### src/rtl/pipeline_pkg.sv
`default_nettype none
// ============================================================================
// Module      : pipeline_pkg
// Description : Constants and helpers shared by the decode/execute pipeline
//               register and its hazard detector.
// Revision    : 1.0 - initial release
// ============================================================================
package pipeline_pkg;

  // Default width of the opaque EX/MEM/WB control bundle
  localparam int CTRL_W_DEF = 8;

  // Architectural zero register: never written, never a dependency
  localparam logic [4:0] REG_ZERO = 5'd0;

  // Control bundle bit positions (the stage passes the bundle through unchanged)
  localparam int CTRL_ALU_OP_LSB = 0;
  localparam int CTRL_ALU_OP_MSB = 3;
  localparam int CTRL_ALU_SRC    = 4;
  localparam int CTRL_MEM_WRITE  = 5;
  localparam int CTRL_MEM_TO_REG = 6;
  localparam int CTRL_BRANCH     = 7;

  // Control bundle of an instruction with no side effects
  localparam logic [CTRL_W_DEF-1:0] CTRL_NOP = '0;

  // True when a producer index is a real register and matches the consumer index
  function automatic logic reg_match(input logic [4:0] producer, input logic [4:0] consumer);
    return (producer != REG_ZERO) && (producer == consumer);
  endfunction

endpackage
`default_nettype wire

### src/rtl/load_use_detect.sv
`default_nettype none
// ============================================================================
// Module      : load_use_detect
// Description : Load-use hazard equation between the instruction in EX and
//               the instruction in decode. Purely combinational.
// Revision    : 1.0 - initial release
// ============================================================================
module load_use_detect
  import pipeline_pkg::*;
(
  input  logic       ex_valid,
  input  logic       ex_mem_read,
  input  logic [4:0] ex_dest,
  input  logic       id_valid,
  input  logic [4:0] id_rs,
  input  logic [4:0] id_rt,
  output logic       hazard
);

  logic w_rs_dep;
  logic w_rt_dep;

  // A zero destination never matches, so register 0 sources cannot stall
  assign w_rs_dep = reg_match(ex_dest, id_rs);
  assign w_rt_dep = reg_match(ex_dest, id_rt);
  assign hazard   = ex_valid & ex_mem_read & id_valid & (w_rs_dep | w_rt_dep);

endmodule
`default_nettype wire

### src/rtl/id_ex_stage_reg.sv
`default_nettype none
// ============================================================================
// Module      : id_ex_stage_reg
// Description : Decode->execute pipeline register. Captures operands,
//               immediate, destination and control bundle; inserts one bubble
//               on a load-use hazard and counts bubbles (saturating).
//               Optional macro WB_BYPASS_EN forwards a same-edge write-back
//               into the captured source operands.
// Revision    : 1.0 - initial release
// ============================================================================
module id_ex_stage_reg
  import pipeline_pkg::*;
#(
  parameter int CTRL_W = CTRL_W_DEF,
  parameter int CNT_W  = 16
) (
  input  logic              clk,
  input  logic              rst_n,
  input  logic              id_valid,
  input  logic [31:0]       id_pc,
  input  logic [4:0]        id_rs,
  input  logic [4:0]        id_rt,
  input  logic [4:0]        id_rd_dest,
  input  logic [31:0]       id_rs_data,
  input  logic [31:0]       id_rt_data,
  input  logic [31:0]       id_imm,
  input  logic [CTRL_W-1:0] id_ctrl,
  input  logic              id_mem_read,
  input  logic              id_reg_write,
  input  logic              flush,
  input  logic              ex_hold,
  input  logic              wb_en,
  input  logic [4:0]        wb_reg,
  input  logic [31:0]       wb_data,
  output logic              stall_ifid,
  output logic              ex_valid,
  output logic [31:0]       ex_pc,
  output logic [31:0]       ex_rs_data,
  output logic [31:0]       ex_rt_data,
  output logic [31:0]       ex_imm,
  output logic [4:0]        ex_rs,
  output logic [4:0]        ex_rt,
  output logic [4:0]        ex_dest,
  output logic [CTRL_W-1:0] ex_ctrl,
  output logic              ex_mem_read,
  output logic              ex_reg_write,
  output logic [CNT_W-1:0]  bubble_cnt
);

  localparam logic [CNT_W-1:0] C_CNT_MAX = '1;

  logic              r_valid;
  logic [31:0]       r_pc;
  logic [31:0]       r_rs_data;
  logic [31:0]       r_rt_data;
  logic [31:0]       r_imm;
  logic [4:0]        r_rs;
  logic [4:0]        r_rt;
  logic [4:0]        r_dest;
  logic [CTRL_W-1:0] r_ctrl;
  logic              r_mem_read;
  logic              r_reg_write;
  logic [CNT_W-1:0]  r_bubble_cnt;

  logic              w_hazard;
  logic [31:0]       w_rs_data;
  logic [31:0]       w_rt_data;

  load_use_detect u_load_use_detect (
    .ex_valid    (r_valid),
    .ex_mem_read (r_mem_read),
    .ex_dest     (r_dest),
    .id_valid    (id_valid),
    .id_rs       (id_rs),
    .id_rt       (id_rt),
    .hazard      (w_hazard)
  );

  // Flush kills the decode slot, so it also cancels any stall request
  assign stall_ifid = (w_hazard | ex_hold) & ~flush;

`ifdef WB_BYPASS_EN
  // A write-back landing on the same edge supersedes the stale register-file read
  assign w_rs_data = (wb_en && reg_match(wb_reg, id_rs)) ? wb_data : id_rs_data;
  assign w_rt_data = (wb_en && reg_match(wb_reg, id_rt)) ? wb_data : id_rt_data;
`else
  logic w_unused_wb;
  assign w_unused_wb = ^{wb_en, wb_reg, wb_data};
  assign w_rs_data   = id_rs_data;
  assign w_rt_data   = id_rt_data;
`endif

  // Stage register: reset > flush > hold > bubble > load
  always_ff @(posedge clk) begin
    if (!rst_n) begin
      r_valid      <= 1'b0;
      r_pc         <= '0;
      r_rs_data    <= '0;
      r_rt_data    <= '0;
      r_imm        <= '0;
      r_rs         <= '0;
      r_rt         <= '0;
      r_dest       <= '0;
      r_ctrl       <= '0;
      r_mem_read   <= 1'b0;
      r_reg_write  <= 1'b0;
      r_bubble_cnt <= '0;
    end else if (flush) begin
      r_valid      <= 1'b0;
      r_pc         <= '0;
      r_rs_data    <= '0;
      r_rt_data    <= '0;
      r_imm        <= '0;
      r_rs         <= '0;
      r_rt         <= '0;
      r_dest       <= '0;
      r_ctrl       <= CTRL_W'(CTRL_NOP);
      r_mem_read   <= 1'b0;
      r_reg_write  <= 1'b0;
    end else if (ex_hold) begin
      r_valid      <= r_valid;
    end else if (w_hazard) begin
      r_valid      <= 1'b0;
      r_mem_read   <= 1'b0;
      r_reg_write  <= 1'b0;
      if (r_bubble_cnt != C_CNT_MAX) begin
        r_bubble_cnt <= r_bubble_cnt + CNT_W'(1);
      end
    end else begin
      r_valid      <= id_valid;
      r_pc         <= id_pc;
      r_rs_data    <= w_rs_data;
      r_rt_data    <= w_rt_data;
      r_imm        <= id_imm;
      r_rs         <= id_rs;
      r_rt         <= id_rt;
      r_dest       <= id_rd_dest;
      r_ctrl       <= id_ctrl;
      r_mem_read   <= id_mem_read & id_valid;
      r_reg_write  <= id_reg_write & id_valid;
    end
  end

  assign ex_valid     = r_valid;
  assign ex_pc        = r_pc;
  assign ex_rs_data   = r_rs_data;
  assign ex_rt_data   = r_rt_data;
  assign ex_imm       = r_imm;
  assign ex_rs        = r_rs;
  assign ex_rt        = r_rt;
  assign ex_dest      = r_dest;
  assign ex_ctrl      = r_ctrl;
  assign ex_mem_read  = r_mem_read;
  assign ex_reg_write = r_reg_write;
  assign bubble_cnt   = r_bubble_cnt;

endmodule
`default_nettype wire
### config.mk
export PLATFORM = sky130hd
export DESIGN_NAME = id_ex_stage_reg
export DESIGN_NICKNAME = d
export VERILOG_FILES = /design/src/rtl/pipeline_pkg.sv /design/src/rtl/load_use_detect.sv /design/src/rtl/id_ex_stage_reg.sv
export SDC_FILE = /design/constraint.sdc
export NUM_CORES = 1
export LEC_CHECK = 0
export BUFFER_PORTS_ARGS = -buffer_cell sky130_fd_sc_hd__buf_2
export CAP_MARGIN = 20
export CORE_AREA = 2 2 149 151
export CTS_CLUSTER_DIAMETER = 40
export DETAILED_ROUTE_END_ITERATION = 12
export DIE_AREA = 0 0 151 153
export PLACE_DENSITY = 0.76
export SYNTH_ARGS = -nofsm -noshare
export SYNTH_HDL_FRONTEND = slang
export SYNTH_SLANG_ARGS = --single-unit
### constraint.sdc
create_clock -name clk -period 2.5 [get_ports clk]
set_clock_uncertainty 0.15 [all_clocks]
set_input_delay 0.75 -clock clk [delete_from_list [all_inputs] [get_ports clk]]
set_output_delay 0.75 -clock clk [all_outputs]
set_load 0.01 [all_outputs]
==> results by group <==
Clock network
  – Num CTS Buffers: 17
  – Clk slew on worst S/H paths: 0.07 ns
  – Clk buf depth: 2
  – CTS sink count: 170
  – CTS tree: done
  – Worst-Skew Late Latency: 0.43 ns
  – CTS Root Cell: clkbuf_16
  – H-tree levels: 4

Yosys
  – Largest cells by area after synthesis: dfxtp_1 36%, a32oi_1 14%, nor3b_1 12%
  – Synth cell types: 36
  – Commonest cells post-synth: 170 x dfxtp_1, 169 x nand2_1, 158 x nand3_1, 158 x nand4_1
  – Post-synthesis simple-gate area fraction: 0.394
  – Yosys reg bits: 170
  – Mux cell area share after synthesis: 0.00737
  – Main synth FF type: dfxtp_1
  – Yosys warns: 0
  – Synth top area share: 0.358
  – Avg Cell Area, Syn: 7.95 um^2
  – Net count after synthesis: 1394
  – Mapped Cells: 1197
  – Synth async-reset ratio: 0
  – Post-Synth Adder-Cell Area: 0.00132
  – Synth Area in Compound Gates: 0.161
  – Post-synth EDFFs: 0
  – Xor and xnor area share after synthesis: 0.00921
  – Register area share after synthesis: 0.358
  – Synth area leader: dfxtp_1
  – Largest family of logic cells by synthesized area: simple AND/OR/NAND/NOR gates
  – Mapped Area: 0.00951 mm^2
  – Most frequent cell after synthesis: dfxtp_1

Placement
  – Placed cell area: 0.0117 mm^2
  – Pre-CTS WS: -0.139 ns
  – GPL Wtd Cong: 0.871
  – Buffers on Ports: 328
  – DP HPWL: 20.5 mm
  – # placed instances: 1705

Pwr
  – P_int: 4.85 mW
  – Pwr/cell area: 556 mW/mm^2
  – Sw Share: 0.294
  – Total power: 6.87 mW
  – Peak VDD IR: 0.364 mV
  – Comb pwr share: 0.167
  – Clk network pwr share: 0.397
  – Psw: 2.02 mW
  – Sequential fraction of design power: 0.436
  – P_leak: 5.12 nW

Die
  – Core Region: 0.0215 mm^2
  – DIE HEIGHT: 153 um
  – Initial Util: 0.443
  – I/O pin cnt: 367
  – Placement Rows: 54
  – Die width: 151 um
  – DIE AREA: 0.0231 mm^2

Route
  – 1st-iter DRT viols: 788
  – Drt wl/cell: 18.4 um
  – Final ANT Viol Nets: 0
  – DR vias: 10917
  – DR pass1 iterations: 7
  – DRT Wirelength: 32.1 mm
  – Vias per cell: 6.25
  – DRC: 0

Finish
  – Fill cell count: 1950
  – Post-route cell area: 0.0124 mm^2
  – Share of cells above drive strength 1: 0.306
  – Synthesis-to-finish area growth: 30.0%
  – Post-Layout Cell Count: 1748
  – Post-route core utilization: 0.575
  – Nets: 1648

STA
  – Slew Viols, Final: 0
  – Fin Setup TNS: -0.0841 ns
  – Hold Slack: 0.339 ns
  – Max_slew headroom: 0.481
  – Final hold violations: 0
  – Setup violators final: 1
  – Fmax: 387 MHz
  – Final worst slack: -0.0841 ns
  – Period utilization: 1.03
  – Slew at the pin closest to its max-slew limit: 0.768 ns
  – Final min period: 2.58 ns
  – RSZ-0062 raised after global routing: yes

Worst setup path
  – Worst EP arrival: 1.68 ns
  – CP Capture Type: output pin
  – Worst r2r path cells: 10
  – CP Cell Sequence: buf_2 -> xnor2_2 -> nand3_2 -> o22ai_4 -> a21oi_2 -> nor2_1 -> buf_2
  – Critical Path RT: 1.60 ns
  – Critical path class: in2out
  – Critical Path Max Stage Delay: 0.18 ns
  – Worst Path Max Fanout: 2
  – CP max-delay cell: o22ai_4
  – Startpoint types: input pin
  – CP most frequent cell: buf_2

Global route
  – Initial antenna violation count: 4
  – Largest net degree at the start of global routing: 94
  – Total track usage: 0.260
  – First-pass GRT wire length: 49.9 mm
  – Gr ovfl total: 0
  – Vias in the first global route: 9735

Status
  – Failing checks: negative setup slack
  – Outcome: finished with violations

Worst hold path
  – Hold Crit Depth: 2
  – Min-Delay Path Class: reg2reg

Job
  – Max Cap Viol: 0
sequential cells by signal, indices dropped and copies added, names as in the netlist:
name,cells
ex_ctrl,8
ex_reg_write,1
bubble_cnt,16
ex_rt,5
ex_rs,5
ex_rs_data,32
ex_pc,32
ex_valid,1
ex_rt_data,32
ex_dest,5
ex_mem_read,1
ex_imm,32
routing by layer:
layer	track usage	up-vias	wire (um)
li1	-	5162	-
met5	0	-	0
met4	0.0984	0	766
met2	0.412	524	15200
met3	0.0645	59	2950
met1	0.341	5172	13200
worst paths after layout:
check,start,to,slack (ns)
worst max-delay path,id_rt[4],stall_ifid,-0.08
worst min-delay path,ex_pc[8]$_SDFFE_PP0P_,ex_pc[8]$_SDFFE_PP0P_,0.34
worst max register to register,ex_dest[2]$_SDFFE_PP0P_,ex_rs_data[18]$_SDFFE_PP0P_,0.13
worst min register to register,ex_pc[8]$_SDFFE_PP0P_,ex_pc[8]$_SDFFE_PP0P_,0.34
critical path: cells and delay by family:
family          cells  cell delay [ns]
simple gates        2             0.23
buf+inv             2             0.26
compound gates      2             0.26
xor+xnor            1             0.17
timing repair:
action | 4_1_cts | 5_1_grt
endpoints found under the setup margin | 1 | 1
gates resized for setup | 14 | 0
hold buffers | 0 | 0
cloned | 0 | 0
setup buffers | 5 | 2
pin swaps | 7 | 1
cells by family (layout without fill, tap and decap cells):
logic type	Yosys count	count (layout)
AO/OA/AOI/OAI	180	180
XOR/XNOR	10	10
adder cells (fa/ha/maj)	1	1
buffers and inverters	160	427
flip-flops	170	170
multiplexers	7	7
other	0	4
AND/OR/NAND/NOR	669	669
area by class of cell:
| cell class | instances | area (um^2) | share of cell area |
|---|---|---|---|
| sequential | 170 | 3420 | 0.277 |
| timing repair buffer | 391 | 2350 | 0.190 |
| antenna | 4 | 10.0 | 0.000810 |
| multi-input combinational | 867 | 5610 | 0.454 |
| clock buffer | 18 | 429 | 0.0347 |
| inverter | 4 | 15.0 | 0.00121 |
| clock inverter | 14 | 165 | 0.0134 |
| tap | 280 | 350 | 0.0283 |
layout by cell type (no fill, tap or decap), drive strengths merged:
master and count:
nand2 169, buf 391, a32oi 151, xnor2 10, nor3 3, a31o 1
dfxtp 170, nand2b 9, clkinv 6, nor3b 151, clkbuf 18, or2 1
mux2i 7, a21o 1, clkinvlp 2, o21ai 1, bufinv 2, or4 6
nand4 158, o211ai 1, or3 1, o22a 1, nand3 158, inv 8
nor2 6, o31ai 7, a21oi 9, a32o 2, o41ai 2, diode 4
o22ai 1, nand3b 1, o311ai 3, ha 1, nor4b 1, nor4 5
power groups by stage:
stage / Combinational (mW) / Clock, mW / Sequential (mW)
after detailed placement: 1.12 / 0 / 3.05
after global routing: 1.24 / 2.88 / 3.01
after global placement: 1.11 / 0 / 3.04
after floorplan: 0.557 / 0 / 3.11
after CTS: 1.14 / 2.77 / 2.99
final: 1.15 / 2.72 / 2.99
No activity file was read; power rests on OpenSTA's default activity.
